### config.mk
export PLATFORM = sky130hd
export DESIGN_NAME = fir_seq_ctrl
export DESIGN_NICKNAME = d
export VERILOG_FILES = /design/src/rtl/fir_seq_ctrl.sv
export SDC_FILE = /design/constraint.sdc
export NUM_CORES = 1
export LEC_CHECK = 0
export BUFFER_PORTS_ARGS = -buffer_cell sky130_fd_sc_hd__buf_4
export CORE_MARGIN = 3
export CORE_UTILIZATION = 30
export DETAILED_ROUTE_END_ITERATION = 6
export PLACE_DENSITY = 0.51
export SKIP_LAST_GASP = 1
export SYNTH_ARGS = -nofsm -noshare
export SYNTH_HDL_FRONTEND = slang
export SYNTH_SLANG_ARGS = --single-unit
### constraint.sdc
create_clock -name clk_i -period 2.5 [get_ports clk_i]
set_input_delay 0.75 -clock clk_i [delete_from_list [all_inputs] [get_ports clk_i]]
set_output_delay 0.75 -clock clk_i [all_outputs]
set_load 0.05 [all_outputs]
### src/rtl/fir_seq_ctrl.sv
// fir_seq_ctrl: frame sequencer for a 4-tap parallel FIR datapath.
//
// Holds shadow and active coefficient banks. Flushes the FIR delay line with
// zeros, streams a frame of samples from a synchronous sample RAM (read
// latency 1) into the filter, and tags each valid filter output. A one-cycle
// done pulse marks frame completion.
//
// Ports:
//   clk_i, rst_ni        clock (rising edge), async active-low reset
//   start_i, abort_i     frame request (honoured in idle) / cancel frame
//   frame_len_i          sample count, 1..2^ADDR_W
//   coef_we_i/sel_i/wdata_i  shadow coefficient write port
//   mem_addr_o, mem_rdata_i  sample RAM read port
//   fir_b0_o..fir_b3_o   active coefficients to the FIR
//   fir_data_in_o        registered sample to the FIR
//   fir_data_out_i       FIR result, one clock after fir_data_in_o
//   out_valid_o, out_data_o  result tag and copy of fir_data_out_i
//   busy_o, done_o       frame in progress / frame-complete pulse
//   checksum_o           (FIR_SEQ_CHECKSUM_EN only) running sum of valid outputs
//
// Optional feature macro: FIR_SEQ_CHECKSUM_EN.
module fir_seq_ctrl #(
  parameter int unsigned N      = 32,
  parameter int unsigned ADDR_W = 5,
  parameter int unsigned TAPS   = 4
) (
  input  logic              clk_i,
  input  logic              rst_ni,
  input  logic              start_i,
  input  logic              abort_i,
  input  logic [ADDR_W:0]   frame_len_i,
  input  logic              coef_we_i,
  input  logic [1:0]        coef_sel_i,
  input  logic [7:0]        coef_wdata_i,
  output logic [ADDR_W-1:0] mem_addr_o,
  input  logic [N-1:0]      mem_rdata_i,
  output logic [7:0]        fir_b0_o,
  output logic [7:0]        fir_b1_o,
  output logic [7:0]        fir_b2_o,
  output logic [7:0]        fir_b3_o,
  output logic [N-1:0]      fir_data_in_o,
  input  logic [N-1:0]      fir_data_out_i,
  output logic              out_valid_o,
  output logic [N-1:0]      out_data_o,
  output logic              busy_o,
  output logic              done_o
`ifdef FIR_SEQ_CHECKSUM_EN
  ,
  output logic [N-1:0]      checksum_o
`endif
);

  typedef enum logic [2:0] {StIdle, StFlush, StRun, StDrain, StDone} state_e;

  localparam logic [ADDR_W:0] FlushLast = (ADDR_W + 1)'(TAPS - 2);
  localparam logic [ADDR_W:0] CntOne    = (ADDR_W + 1)'(1);

  state_e            state_q, state_d;
  logic [ADDR_W:0]   cnt_q, cnt_d;
  logic [ADDR_W:0]   flen_q, flen_d;
  logic [ADDR_W-1:0] addr_q, addr_d;
  logic [2:0]        vld_q, vld_d;
  logic [N-1:0]      din_q, din_d;
  logic [3:0][7:0]   shadow_q, shadow_d;
  logic [3:0][7:0]   active_q, active_d;
  logic              start_ok;
  logic              abort_act;

  assign start_ok  = (state_q == StIdle) && start_i && !abort_i && (frame_len_i != '0);
  assign abort_act = abort_i && (state_q != StIdle);

  // In RUN, cnt_q counts addresses already issued; in FLUSH it counts flush cycles.
  always_comb begin
    state_d = state_q;
    cnt_d   = cnt_q;
    flen_d  = flen_q;
    addr_d  = addr_q;
    if (abort_act) begin
      state_d = StIdle;
    end else begin
      unique case (state_q)
        StIdle: begin
          if (start_ok) begin
            state_d = StFlush;
            cnt_d   = '0;
            flen_d  = frame_len_i;
          end
        end
        StFlush: begin
          if (cnt_q == FlushLast) begin
            state_d = StRun;
            cnt_d   = CntOne;
            addr_d  = '0;
          end else begin
            cnt_d = cnt_q + CntOne;
          end
        end
        StRun: begin
          if (cnt_q == flen_q) begin
            state_d = StDrain;
          end else begin
            addr_d = cnt_q[ADDR_W-1:0];
            cnt_d  = cnt_q + CntOne;
          end
        end
        // Exit once only the oldest stage remains; it retires as DONE begins.
        StDrain: begin
          if (!vld_q[0] && !vld_q[1]) state_d = StDone;
        end
        StDone:  state_d = StIdle;
        default: state_d = StIdle;
      endcase
    end
  end

  // vld_q[0]: read in flight, [1]: sample in fir_data_in, [2]: FIR output valid.
  always_comb begin
    vld_d = abort_act ? 3'b000 : {vld_q[1:0], state_q == StRun};
    din_d = (!abort_act && vld_q[0]) ? mem_rdata_i : '0;
  end

  always_comb begin
    shadow_d = shadow_q;
    active_d = active_q;
    if (coef_we_i) shadow_d[coef_sel_i] = coef_wdata_i;
    // Commit uses pre-edge shadows, so a same-cycle write misses this frame.
    if (start_ok) active_d = shadow_q;
  end

  always_ff @(posedge clk_i or negedge rst_ni) begin
    if (!rst_ni) begin
      state_q  <= StIdle;
      cnt_q    <= '0;
      flen_q   <= '0;
      addr_q   <= '0;
      vld_q    <= '0;
      din_q    <= '0;
      shadow_q <= '0;
      active_q <= '0;
    end else begin
      state_q  <= state_d;
      cnt_q    <= cnt_d;
      flen_q   <= flen_d;
      addr_q   <= addr_d;
      vld_q    <= vld_d;
      din_q    <= din_d;
      shadow_q <= shadow_d;
      active_q <= active_d;
    end
  end

`ifdef FIR_SEQ_CHECKSUM_EN
  logic [N-1:0] csum_q, csum_d;

  always_comb begin
    csum_d = csum_q;
    if (start_ok) begin
      csum_d = '0;
    end else if (vld_q[2] && !abort_act) begin
      csum_d = csum_q + fir_data_out_i;
    end
  end

  always_ff @(posedge clk_i or negedge rst_ni) begin
    if (!rst_ni) csum_q <= '0;
    else         csum_q <= csum_d;
  end

  assign checksum_o = csum_q;
`endif

  assign mem_addr_o    = addr_q;
  assign fir_b0_o      = active_q[0];
  assign fir_b1_o      = active_q[1];
  assign fir_b2_o      = active_q[2];
  assign fir_b3_o      = active_q[3];
  assign fir_data_in_o = din_q;
  assign out_valid_o   = vld_q[2];
  assign out_data_o    = fir_data_out_i;
  assign busy_o        = (state_q != StIdle);
  assign done_o        = (state_q == StDone);

endmodule

Word level (Yosys, flattened, before mapping) --
Index checks and enable logic that the tools add are counted.
Storage, ports and cells: bits in registers 119, input port bits 85, output and inout port bits 104, logic and storage cells 69
Cells by class: add/subtract/negate cells 1, magnitude comparators 2, equal/unequal tests 13, muxes and demuxes 18, bitwise operators 1, reductions and logical operators 20
Operators with widths (number):
- $bwmux 32 | 1
- $mux 32 | 1
- $mux 3 | 6
- $mux 6 | 3
- $pmux 6 s3 | 1
- $demux 8 s2 | 1
- $ne 3x3->1 const B | 4
- $pmux 3 s4 | 1
- $reduce_and 4->1 | 3
- $mux 5 | 2
- $pmux 5 s2 | 1
- $mux 8 | 1
- $logic_and 1x1->1 | 7
- $add 6x1->6 const B | 1
- $eq 3x2->1 const B | 2
- $eq 6x2->1 const B | 1
- $eq 6x6->1 | 1
- $ne 2x2->1 const B | 3
- $reduce_bool 3->1 | 2
- $reduce_bool 6->1 | 1
- $logic_not 1->1 | 4
- $eq 3x1->1 const B | 1
- $eq 3x3->1 const B | 1
- $logic_not 3->1 | 1
- other kinds (5) | 5

Depth between registers and ports, before layout --
depth in word-level cells 7, gate-level depth with buffers 7, depth with buffers taken out 7

Worst setup path after synthesis --
OpenSTA, ideal clock, no wires.
path kind in2reg, start input port frame_len_i[1], end register active_q, in the netlist fir_b0_o[0], setup time 125 ps, arrival 2195 ps, data required time 2375 ps, path slack 180 ps, stages 6, path buffers 2, path through or4_4 o31ai_4 or3_4 buf_12 buf_12 mux2_4
On the way: cells in the longest elaborated chain, start to end 2
Ends and longest elaborated chain:
- start, declared | RTL line 31 | input logic [ADDR_W:0] frame_len_i,
- $reduce_bool 6->1 | RTL line 69 | assign start_ok = (state_q == StIdle) && start_i && !abort_i && (frame_len_i != '0);
- $logic_and 1x1->1 | RTL line 69
- end signal, assigned | RTL line 148 | active_q <= active_d;
- end, declared | RTL line 65 | logic [3:0][7:0] active_q, active_d;
Every way passes these cells. A chain may end at the register's enable or synchronous reset.

Worst setup path in the final report --
start register cnt_q[4], end register cnt_q[1]
On the way: cells in the longest elaborated chain, start to end 3, elaborated cells on any way between the ends 6, classes of those cells eq/ne: 3; mux: 2; reduce/logical: 1
Ends and longest elaborated chain:
- start, declared | RTL line 59 | logic [ADDR_W:0] cnt_q, cnt_d;
- start signal, assigned | RTL line 142 | cnt_q <= cnt_d;
- $eq 6x2->1 / $eq 6x6->1 (equally long branches) | RTL line 90, 99
- $mux 6 / $ne 2x2->1 (equally long branches)
- $pmux 6 s3 / $reduce_and 4->1 (equally long branches)
Parallel ways exist; a longest one is shown, timed or not.

==> flow_metrics.tcl <==
set metrics [dict create \
    crit_chain "xor2_1 > nor4_1 > a31oi_2 > nand2_2 > mux2_2" \
    timing.final.crit_period_ps 2210 \
    tns_ps 0 \
    grt_pass1_wl_um 17700 \
    grt_max_degree 120 \
    fp.dieW_um 136 \
    start_util_pct 31.1 \
    status "finished clean" \
    dieHeight_um 136 \
    synth_top_family_by_area "multiplexers" \
    syn_area_per_cell_um2 14.1 \
    drv_slew 0 \
    track_usage_pct 12.4 \
    final_cell_mix "129 x buf_4, 119 x dfrtp_1, 52 x mux2_2, 35 x and2_1, 20 x mux2_4" \
    rows 46 \
    synth_xor_area_share_pct 1.22 \
    critPathKind "reg2reg" \
    ys_ff_latch 119 \
    post_cts_resized 0 \
    cp.required_ps 2790 \
    worstPathArrival_ps 2510 \
    yosysSeqAreaShare_pct 59.2 \
    nets 550 \
    vias 2990 \
    syn_area_um2 5030 \
    critical_path_peak_fanout 7 \
    muxShareOfSynthArea_pct 18.6 \
    crit_path_start_kind "register" \
    grt_pass1_vias 3314 \
    cts_buffers 17 \
    ir_drop_v 0.000547 \
    finClkSkew_ps 9.61 \
    hold_viol 0 \
    yosys_warnings 0 \
    cts_hold_buf 0 \
    cts_sinks 119 \
    portBuffers 124 \
    gp_congestion 0.766 \
    final_antenna_net_count 0 \
    slowest_delay_ps 550 \
    layout-drive-gt1-share_pct 52.1 \
    clk_pin_slew_worst_paths_ps 60 \
    drtPass1Iterations 4 \
    tightest_slew_ps 633 \
    clk_path_buf_depth 2 \
    syn_inst 356 \
    fin_crit_sh_pct 88.6 \
    synth.net_count 443 \
    hp-class "in2async" \
    cts_max_level 4 \
    areaGrowthSynthToFinish_pct 30.8 \
    synth_compound_area_share_pct 3.78 \
    cap_violations 0 \
    timing.fmax_mhz 452 \
    max_slew_margin_pct 57.8 \
    coreArea_um2 16200 \
    finalSetupViolCount 0 \
    yosysUniqueCellTypes 46 \
    total_leakage_power_nw 3.24 \
    synthArstFlopShare_pct 100 \
    drc 0 \
    cts_tree "yes" \
    routed_via_density 4.32 \
    postCtsSetupBuffers 0 \
    clk_latency_ps 410 \
    ys.flop_type "dfrtp_1" \
    end_kind "register" \
    num_antenna_cells 0 \
    finalWirelength_um 10700 \
    dp.final_hpwl_um 7440 \
    cp_slowest_cell "nor4_1" \
    synth-edff-count 0 \
    crit_family "simple AND/OR/NAND/NOR gates" \
    p_per_area_nw_per_um2 1210 \
    final_common_cell "buf_4" \
    synth-simple-area-share_pct 9.05 \
    root_buffer "clkbuf_16" \
    drtIter0Drc 119 \
    antenna_found_initial 0 \
    routedWlPerCell_um 15.5 \
    yosys.area_share.adder_pct 0.497 \
    die_area_um2 18400 \
    io_pins 189 \
    crit_buf_inv 0 \
    globalRouteOverflowTotal 0 \
    grt_setup_unrepaired "no" \
    final_core_utilization_pct 40.7 \
]
==> cell families (layout without fill, tap and decap cells) <==
group,count (synthesis),after routing
DFF,119,119
muxes,77,77
and+or+nand+nor,74,74
buffers and inverters,54,174
AOI/OAI and AO/OA,23,23
xor gates and xnor gates,7,7
adders and majority gates,2,2
==> through the flow <==
stage | hold WS, ps | power, W | cells | setup slack, ps | instance area, µm²
floorplan | 454 | 0.00480 | 356 | 180 | 5030
global placement | 481 | 0.00552 | 660 | 38.4 | 5990
detailed placement | 488 | 0.00556 | 660 | 23.3 | 5990
CTS | 452 | 0.00806 | 692 | 312 | 6580
global route | 477 | 0.00832 | 692 | 193 | 6580
finish | 432 | 0.00794 | 692 | 286 | 6580
==> final cells by class <==
cell class / count / area, µm²
multi-input combinational: 183 / 1670
clock buffer: 19 / 453
timing repair buffer: 132 / 1030
clock inverter: 13 / 143
tap: 216 / 270
inverter: 10 / 37.5
fill: 1517 / 9590
sequential: 119 / 2980
==> synth_stat cells, drive strengths merged (3+ instances only) <==
master,instances,area [µm²]
o21ai,4,23.8
dfrtp,119,2980
nor2,9,33.8
nand2,7,28.8
a21oi,3,15.0
xor2,7,61.3
mux2i,5,50.1
inv,10,37.5
mux2,72,886
o211ai,3,22.5
clkbuf,5,20.0
buf,39,329
nand3b,4,30.0
and2,35,219
nor2b,3,18.8
==> report_power, final <==
part	internal [W]	switching, W	total, W
Combinational	0.00106	0.00171	0.00277
Clock	0.00153	0.000910	0.00244
Sequential	0.00241	0.000317	0.00273
==> final timing paths <==
kind                         startpoint               end  slack, ps  cells after the start
hold reg to reg            shadow_q[12]       fir_b1_o[4]        490                      1
max in group asynchronous        rst_ni  fir_data_in_o[4]       1600                      2
setup reg to reg               cnt_q[4]          cnt_q[1]        290                      5
hold / removal                   rst_ni       fir_b1_o[1]        430                      2
setup / recovery               cnt_q[4]          cnt_q[1]        290                      5
min in group clk_i         shadow_q[12]       fir_b1_o[4]        490                      1
==> routing by layer <==
| metal | global-route usage (%) | part of all wire (%) | up-vias |
|---|---|---|---|
| met5 | 0 | 0 | - |
| met4 | 5.60 | 1.9 | 0 |
| met3 | 5.65 | 8.2 | 18 |
| met2 | 18.4 | 46 | 105 |
| met1 | 15.6 | 44 | 1468 |
| li1 | - | - | 1399 |
==> state kept, by name, summed over array words and instances, names as in the netlist <==
signal and flops:
vld_q 3, mem_addr_o 5, fir_b0_o 8, fir_b1_o 8, flen_q 6, fir_data_in_o 32, fir_b3_o 8, cnt_q 6
fir_b2_o 8, state_q 3, shadow_q 32
==> worst reg2reg max path: stages, from the launching register on <==
cell	delay [ps]
dfrtp_1	470
xor2_1	200
nor4_1	550
a31oi_2	310
nand2_2	210
mux2_2	350
Power figures use the tool's default switching activity.
